$ cat src/rtl/if_fetch_unit_if.sv
// Fetch-stage bundle: decode-side control, instruction-memory port and IF/ID outputs.
interface if_fetch_unit_if;
  logic        stall_i;
  logic        redirect_i;
  logic [31:0] redirect_addr_i;
  logic        imem_req_o;
  logic [31:0] imem_addr_o;
  logic        imem_rvalid_i;
  logic [31:0] imem_rdata_i;
  logic [31:0] instr_o;
  logic [31:0] pc_plus4_o;
  logic        valid_o;

  // Fetch unit side
  modport master (
    input  stall_i, redirect_i, redirect_addr_i, imem_rvalid_i, imem_rdata_i,
    output imem_req_o, imem_addr_o, instr_o, pc_plus4_o, valid_o
  );

  // Pipeline / memory environment side
  modport slave (
    output stall_i, redirect_i, redirect_addr_i, imem_rvalid_i, imem_rdata_i,
    input  imem_req_o, imem_addr_o, instr_o, pc_plus4_o, valid_o
  );
endinterface

$ cat src/rtl/if_fetch_unit.sv
// Instruction-fetch stage: PC, single-outstanding imem read, stall hold and redirect kill.
module if_fetch_unit #(
  parameter logic [31:0] RESET_PC = 32'h0000_0000
) (
  input  logic           clk,
  input  logic           rst,
  if_fetch_unit_if.master bus
);

  typedef enum logic [1:0] {
    ST_ISSUE,
    ST_WAIT,
    ST_HELD,
    ST_KILL
  } state_e;

  state_e      state_q;
  logic [31:0] pc_q;
  logic [31:0] hold_instr_q;

  logic [31:0] target;
  logic [31:0] pc_plus4;
  logic        present;
  logic [31:0] instr;

  assign target   = bus.redirect_addr_i & 32'hFFFF_FFFC;
  assign pc_plus4 = pc_q + 32'd4;

  // Presentation to IF/ID: same-cycle pass-through of memory data, or the held word
  always_comb begin
    present = 1'b0;
    instr   = '0;
    if (!bus.redirect_i) begin
      if (state_q == ST_WAIT && bus.imem_rvalid_i) begin
        present = 1'b1;
        instr   = bus.imem_rdata_i;
      end else if (state_q == ST_HELD) begin
        present = 1'b1;
        instr   = hold_instr_q;
      end
    end
  end

  // Request is gated by rst so nothing is issued while reset is held
  assign bus.imem_req_o  = rst && (state_q == ST_ISSUE);
  assign bus.imem_addr_o = pc_q & 32'hFFFF_FFFC;
  assign bus.valid_o     = present;
  assign bus.instr_o     = instr;
  assign bus.pc_plus4_o  = present ? pc_plus4 : '0;

  // Fetch FSM: redirect wins over stall and over an arriving response
  always_ff @(posedge clk or negedge rst) begin
    if (!rst) begin
      state_q      <= ST_ISSUE;
      pc_q         <= RESET_PC;
      hold_instr_q <= '0;
    end else begin
      case (state_q)
        ST_ISSUE: begin
          if (bus.redirect_i) begin
            pc_q    <= target;
            state_q <= ST_KILL;
          end else begin
            state_q <= ST_WAIT;
          end
        end
        ST_WAIT: begin
          if (bus.redirect_i) begin
            pc_q    <= target;
            state_q <= bus.imem_rvalid_i ? ST_ISSUE : ST_KILL;
          end else if (bus.imem_rvalid_i) begin
            if (bus.stall_i) begin
              hold_instr_q <= bus.imem_rdata_i;
              state_q      <= ST_HELD;
            end else begin
              pc_q    <= pc_plus4;
              state_q <= ST_ISSUE;
            end
          end
        end
        ST_HELD: begin
          if (bus.redirect_i) begin
            pc_q    <= target;
            state_q <= ST_ISSUE;
          end else if (!bus.stall_i) begin
            pc_q    <= pc_plus4;
            state_q <= ST_ISSUE;
          end
        end
        ST_KILL: begin
          // A stale response that lands with a redirect still retires the
          // outstanding read, so go fetch the new target rather than wait again.
          if (bus.redirect_i) begin
            pc_q <= target;
          end
          if (bus.imem_rvalid_i) begin
            state_q <= ST_ISSUE;
          end
        end
        default: state_q <= ST_ISSUE;
      endcase
    end
  end

endmodule

$ cat src/flat_wrapper.sv
// flat-port wrapper written by rule: the top's interface ports become plain ports
module if_fetch_unit_flat 
#(
  parameter logic [31:0] RESET_PC = 32'h0000_0000
)
  (clk, rst, bus_stall_i, bus_redirect_i, bus_redirect_addr_i, bus_imem_rvalid_i, bus_imem_rdata_i, bus_imem_req_o, bus_imem_addr_o, bus_instr_o, bus_pc_plus4_o, bus_valid_o);
  if_fetch_unit_if bus_i ();
  input  logic clk;
  input  logic rst;
  input wire logic [$bits(bus_i.stall_i)-1:0] bus_stall_i;
  input wire logic [$bits(bus_i.redirect_i)-1:0] bus_redirect_i;
  input wire logic [$bits(bus_i.redirect_addr_i)-1:0] bus_redirect_addr_i;
  input wire logic [$bits(bus_i.imem_rvalid_i)-1:0] bus_imem_rvalid_i;
  input wire logic [$bits(bus_i.imem_rdata_i)-1:0] bus_imem_rdata_i;
  output wire logic [$bits(bus_i.imem_req_o)-1:0] bus_imem_req_o;
  output wire logic [$bits(bus_i.imem_addr_o)-1:0] bus_imem_addr_o;
  output wire logic [$bits(bus_i.instr_o)-1:0] bus_instr_o;
  output wire logic [$bits(bus_i.pc_plus4_o)-1:0] bus_pc_plus4_o;
  output wire logic [$bits(bus_i.valid_o)-1:0] bus_valid_o;
  assign bus_i.stall_i = bus_stall_i;
  assign bus_i.redirect_i = bus_redirect_i;
  assign bus_i.redirect_addr_i = bus_redirect_addr_i;
  assign bus_i.imem_rvalid_i = bus_imem_rvalid_i;
  assign bus_i.imem_rdata_i = bus_imem_rdata_i;
  assign bus_imem_req_o = bus_i.imem_req_o;
  assign bus_imem_addr_o = bus_i.imem_addr_o;
  assign bus_instr_o = bus_i.instr_o;
  assign bus_pc_plus4_o = bus_i.pc_plus4_o;
  assign bus_valid_o = bus_i.valid_o;
  if_fetch_unit #(.RESET_PC(RESET_PC)) u_core (.clk(clk), .rst(rst), .bus(bus_i));
endmodule
$ cat config.mk
export PLATFORM = sky130hd
export DESIGN_NAME = if_fetch_unit_flat
export DESIGN_NICKNAME = d
export VERILOG_FILES = /design/src/rtl/if_fetch_unit_if.sv /design/src/rtl/if_fetch_unit.sv /design/src/flat_wrapper.sv
export SDC_FILE = /design/constraint.sdc
export NUM_CORES = 1
export LEC_CHECK = 0
export BUFFER_PORTS_ARGS = -buffer_cell sky130_fd_sc_hd__buf_2
export CAP_MARGIN = 20
export CORE_MARGIN = 3
export CORE_UTILIZATION = 30
export DETAILED_ROUTE_END_ITERATION = 10
export GPL_TIMING_DRIVEN = 1
export MAX_ROUTING_LAYER = met4
export PLACE_DENSITY_LB_ADDON = 0.2
export SLEW_MARGIN = 20
export SYNTH_ARGS = -nofsm -noshare
export SYNTH_HDL_FRONTEND = slang
export SYNTH_SLANG_ARGS = --single-unit
$ cat constraint.sdc
create_clock -name clk -period 4.9 [get_ports clk]
set_input_delay 0.49 -clock clk [delete_from_list [all_inputs] [get_ports clk]]
set_output_delay 0.49 -clock clk [all_outputs]
set_load 0.1 [all_outputs]
### Word-level counts from Yosys, hierarchy flattened

Cells that the tools add are included.

| storage, ports and cells | value |
|---|---|
| register bits | 66 |
| output and inout bits | 98 |
| word-level logic and storage cells | 41 |

| cells by class | value |
|---|---|
| $add $sub $neg | 1 |
| eq/ne operators | 7 |
| mux-type cells | 22 |
| bitwise gates (word level) | 1 |
| reduce and logical (&&, ||, !) cells | 7 |

Operators with widths:

| kind | number |
|---|---|
| $mux 32 | 9 |
| $pmux 32 s3 | 1 |
| $add 32x3->32 const B | 1 |
| $mux 2 | 8 |
| $pmux 2 s4 | 1 |
| $ne 3x3->1 const B | 2 |
| $eq 2x2->1 const B | 2 |
| $reduce_and 4->1 | 1 |
| $mux 1 | 3 |
| $reduce_and 3->1 | 1 |
| $eq 2x1->1 const B | 1 |
| $logic_and 1x1->1 | 2 |
| $logic_not 2->1 | 1 |
| $ne 2x1->1 const B | 1 |
| $ne 2x2->1 const B | 1 |
| $reduce_and 2->1 | 1 |
| $reduce_or 2->1 | 1 |
| $not 1->1 | 1 |

### Longest topological paths before layout

| depth | value |
|---|---|
| depth after elaboration | 5 |
| mapped depth | 8 |

### Worst setup path after synthesis

No wires, ideal clock.

| timing path | value |
|---|---|
| path type | register to output |
| start point | reg u_core.pc_q[2] |
| end point | out bus_pc_plus4_o[14] |
| arrival time | 3.678 ns |
| data required time | 4.410 ns |
| path slack | 0.732 ns |
| stages on the path, launching flop included | 9 |
| buffers on the path | 2 |
| cell sequence | dfrtp_1 ha_1 and3_2 clkbuf_1 and2_1 buf_2 nand4_1 xor2_1 nor2_1 |

| between the ends | value |
|---|---|
| cells in the longest elaborated chain, start to end | 2 |

RTL lines:

| item | line | text |
|---|---|---|
| start: declaration | if_fetch_unit.sv:18 | `logic [31:0] pc_q;` |
| start signal: assignment | if_fetch_unit.sv:61 | `pc_q <= target;` |
| start signal: assignment | if_fetch_unit.sv:69 | `pc_q <= target;` |
| start signal: assignment | if_fetch_unit.sv:76 | `pc_q <= pc_plus4;` |
| $add 32x3->32 | if_fetch_unit.sv:27 | `assign pc_plus4 = pc_q + 32'd4;` |
| $mux 32 | if_fetch_unit.sv:49 | `assign bus.pc_plus4_o = present ? pc_plus4 : '0;` |
| end: declaration | flat_wrapper.sv:18 | `output wire logic [$bits(bus_i.pc_plus4_o)-1:0] bus_pc_plus4_o;` |

Every way passes these cells.

### Worst setup path in the final report

| timing path | value |
|---|---|
| start point | reg u_core.pc_q[2] |
| end point | out bus_pc_plus4_o[24] |

Same word-level chain as after synthesis.

==> run summary <==
The final critical path time including I/O delays and setup came out at 3310 ps. For the initial antenna violation count, the log shows 0. The first global-routing pass estimated 21,900 microns of wire.

For the number of setup violations in the final report, the log shows 0. Yosys mapped a number of flops with a built-in enable equal to 0. The routed design has 13,500 microns of wire. Die span in y: 125 microns. The run gives 0.380 as the sequential fraction of the synthesis area. The peak clock frequency supported by timing is 303 MHz, and the register bit total from synthesis is 64. The all-layer global routing usage was 0.175. After floorplanning, the core was sized to cover 13,500 sq um. After detailed routing, the average wire length per cell comes to 16.4 microns. The initial core utilization was 0.312; the count of different cell masters after synthesis was 47.

Clock tree synthesis inserted a total of 9 buffers. Relative to the synthesized area, the layout overhead comes to 28.7%. The area share of and/or/nand/nor cells after synthesis came out at 0.228. The slowest stage of the critical path belongs to the cell dfrtp_1. Setup repair after global routing left no endpoint under its margin.

In the synthesized netlist the dominant register cell turns out to be dfrtp_1. Across the run, the number of max-cap violations was 0. The flow ran to the end, and the final reports show no timing, DRC or antenna violations. The final layout contains 718 nets. The number of fill cells in the layout was 1,395; the later-pin clock latency in the skew report was 330 ps. The worst relative slew slack was 0.430. The total congestion overflow is 0.

TritonCTS built the clock tree. The tightest min-delay check is of the in2reg type. Adding up every negative setup slack in the final design gives 0 ps. Most frequent standard cell in the layout excluding fill and tap cells: buf_2.

The tools report the pin count of the biggest net entering global routing as 65. Walking the worst path, the cells encountered are ha_1 > and3_2 > and2_1 > nand4_1 > xor2_1 > nor2_1 > buf_2. For the half-perimeter wire length after placement, the log shows 9450 microns.

For this block, the initial DRC count from the detailed router was 210. Worst hold margin: 383 ps. The post-route antenna net violation count was 0; the maximum buffer depth of the clock tree was 2. The share of flip-flops with an asynchronous set or reset after synthesis was 1.00; the number of buffers inserted for hold repair after clock tree synthesis was 0. After detailed routing, the number of remaining DRC violations is 0.

After clock tree synthesis, the clock-pin slew on the worst setup and hold paths is 60 ps. The slew at the pin closest to its max-slew limit is 854 ps, and the fraction of layout instances using a drive strength above 1 is 0.356. Data on the critical path is required at its endpoint by 4410 ps. A synthesized cell averages 8.36 sq um. The worst setup path is of the reg2out kind.

After clock tree synthesis, the setup repair step added 0 buffers. During placement, the flow inserted port buffers numbering 160. Gates resized during post-CTS repair numbered 0.

On the final layout, the worst clock skew is 6.75 ps. The longest individual stage delay on the worst path came out at 480 ps. The cell sitting at the root of the clock tree is a clkbuf_16. For the worst setup path, the data arrival time is 2820 ps. The share of the synthesized area in compound gates (AO/OA/AOI/OAI) is 0.167, and the length of the first detailed-routing pass in iterations is 4. In the layout the commonest cells are 160 x buf_2, 92 x nand2_1, 64 x dfrtp_1, 54 x a21oi_1, 47 x nor2_1.

Grouping stages by cell kind, the critical path spends the most delay in simple AND/OR/NAND/NOR gates. Synthesis handed over a netlist of 504 instances. The die width is 125 microns, and the number of endpoints with negative hold slack in the final report is 0. TritonCTS sink count: 64.

167 I/O pins were placed. The mapped netlist covers 4220 sq um. The largest family of logic cells by synthesized area is simple AND/OR/NAND/NOR gates.

The number of max-slew violations in the final report was 0; the synthesized-area fraction occupied by adder cells was 0.0178. Buffering stage count on the worst path with inverters included: 1. Average vias per placed instance: 5.20.

The worst hold path was traced through 3 stages. The H-tree was split into 3 levels. The startpoint type of the worst setup path was a flop. The share of the clock period used by the worst path after layout works out to 0.675. The proportion of synthesized area in mux cells was 0.0926.

Via count of the first global-routing pass: 4,158. The weighted congestion reported at the end of routability-driven placement was 0.802; the number of placement rows was 42. The cell depth of the worst setup path is 7.

The Yosys step of the flow raised 0 warnings. The number of diodes added for antenna fixing came out at 0. The xor/xnor cell area share of the yosys netlist was 0.0623; the vias after detailed routing was 4,283.

The total die area was 15,500 sq um. The worst setup path is captured at an output pin. Counting cells, the worst reg-to-reg path comes to 7.

In this run the worst path has a maximum fanout of 12.
-- path summary, 6_finish.rpt --
path	from	to	slack, ps
worst max register to register	u_core.state_q[1]$_DFFE_PN0P_	u_core.pc_q[6]$_DFFE_PN0P_	2250
worst max-delay path	u_core.pc_q[2]$_DFFE_PN0P_	bus_pc_plus4_o[24]	1590
min in group asynchronous	rst	u_core.pc_q[11]$_DFFE_PN0P_	430
worst min-delay path	bus_redirect_addr_i[25]	u_core.pc_q[25]$_DFFE_PN0P_	380
max in group asynchronous	rst	u_core.hold_instr_q[17]$_DFFE_PN0P_	3920
worst min register to register	u_core.hold_instr_q[20]$_DFFE_PN0P_	u_core.hold_instr_q[20]$_DFFE_PN0P_	500
-- routing by layer --
metal / vias to the layer above / global-route usage / wire length [microns]
met1: 2046 / 0.235 / 6280
li1: 2046 / - / -
met4: 0 / 0.0484 / 163
met3: 14 / 0.0360 / 859
met2: 177 / 0.271 / 6180
met5: - / - / 0
-- synthesized netlist by cell type (2+ instances only) --
library cell  count  area, sq um
and3_1            7         43.8
nor4_1            3         18.8
a22oi_1           6         45.0
buf_4             5         37.5
a21oi_1          54          270
xor2_1           21          184
ha_1              6         75.1
buf_1             4         15.0
xnor2_1           9         78.8
mux2_2           32          360
buf_2             4         20.0
or4_1             3         22.5
a2bb2oi_1        11         96.3
dfrtp_1          64         1600
nand2_1          93          349
inv_1             8         30.0
o22a_1            4         35.0
and4_2            2         20.0
o41ai_1           2         17.5
clkbuf_1         27          101
nor2_1           48          180
nand3_1          15         75.1
or3_1             2         12.5
o22ai_1          13         81.3
and3_2            5         37.5
nand4_1          13         81.3
mux2i_1           3         30.0
o2bb2ai_1         3         26.3
a31oi_1           5         31.3
o21ai_0          12         60.1
and2_1            4         25.0
-- state kept, by name, indices dropped and copies added (netlist names) --
name	flops
u_core.hold_instr_q	32
u_core.pc_q	30
u_core.state_q	2
-- through the flow --
step           cell area [sq um]   util  instances  worst slack (ps)
2_1_floorplan               4230      -        507               732
5_1_grt                     5420  0.402        824              1340
6_report                    5420  0.402        824              1590
4_1_cts                     5400  0.400        823              1550
3_3_place_gp                5130  0.380        807              1930
3_5_place_dp                5130  0.380        807              1930
-- worst min-delay path, stage by stage --
cell and delay [ps]:
buf_2 80, nand2_1 50, o21ai_0 60
-- cells by family (layout without fill, tap and decap cells) --
logic type	Yosys count	after routing
other	1	4
muxes	35	35
AOI/OAI and AO/OA	115	115
and+or+nand+nor	203	203
xor gates and xnor gates	30	30
adders and majority gates	6	6
DFF	64	64
buffers and inverters	50	191
-- cell type report --
cell class,count,area [sq um],area share
sequential,64,1600,0.295
multi-input combinational,393,2430,0.448
inverter,8,30.0,0.00554
clock buffer,9,225,0.0415
tap,176,220,0.0406
clock inverter,7,48.8,0.00900
timing repair buffer,167,866,0.160
Power is left out: the tool's default activity adds up to more than one toggle a clock period on the data nets, which glitch-free logic cannot reach.
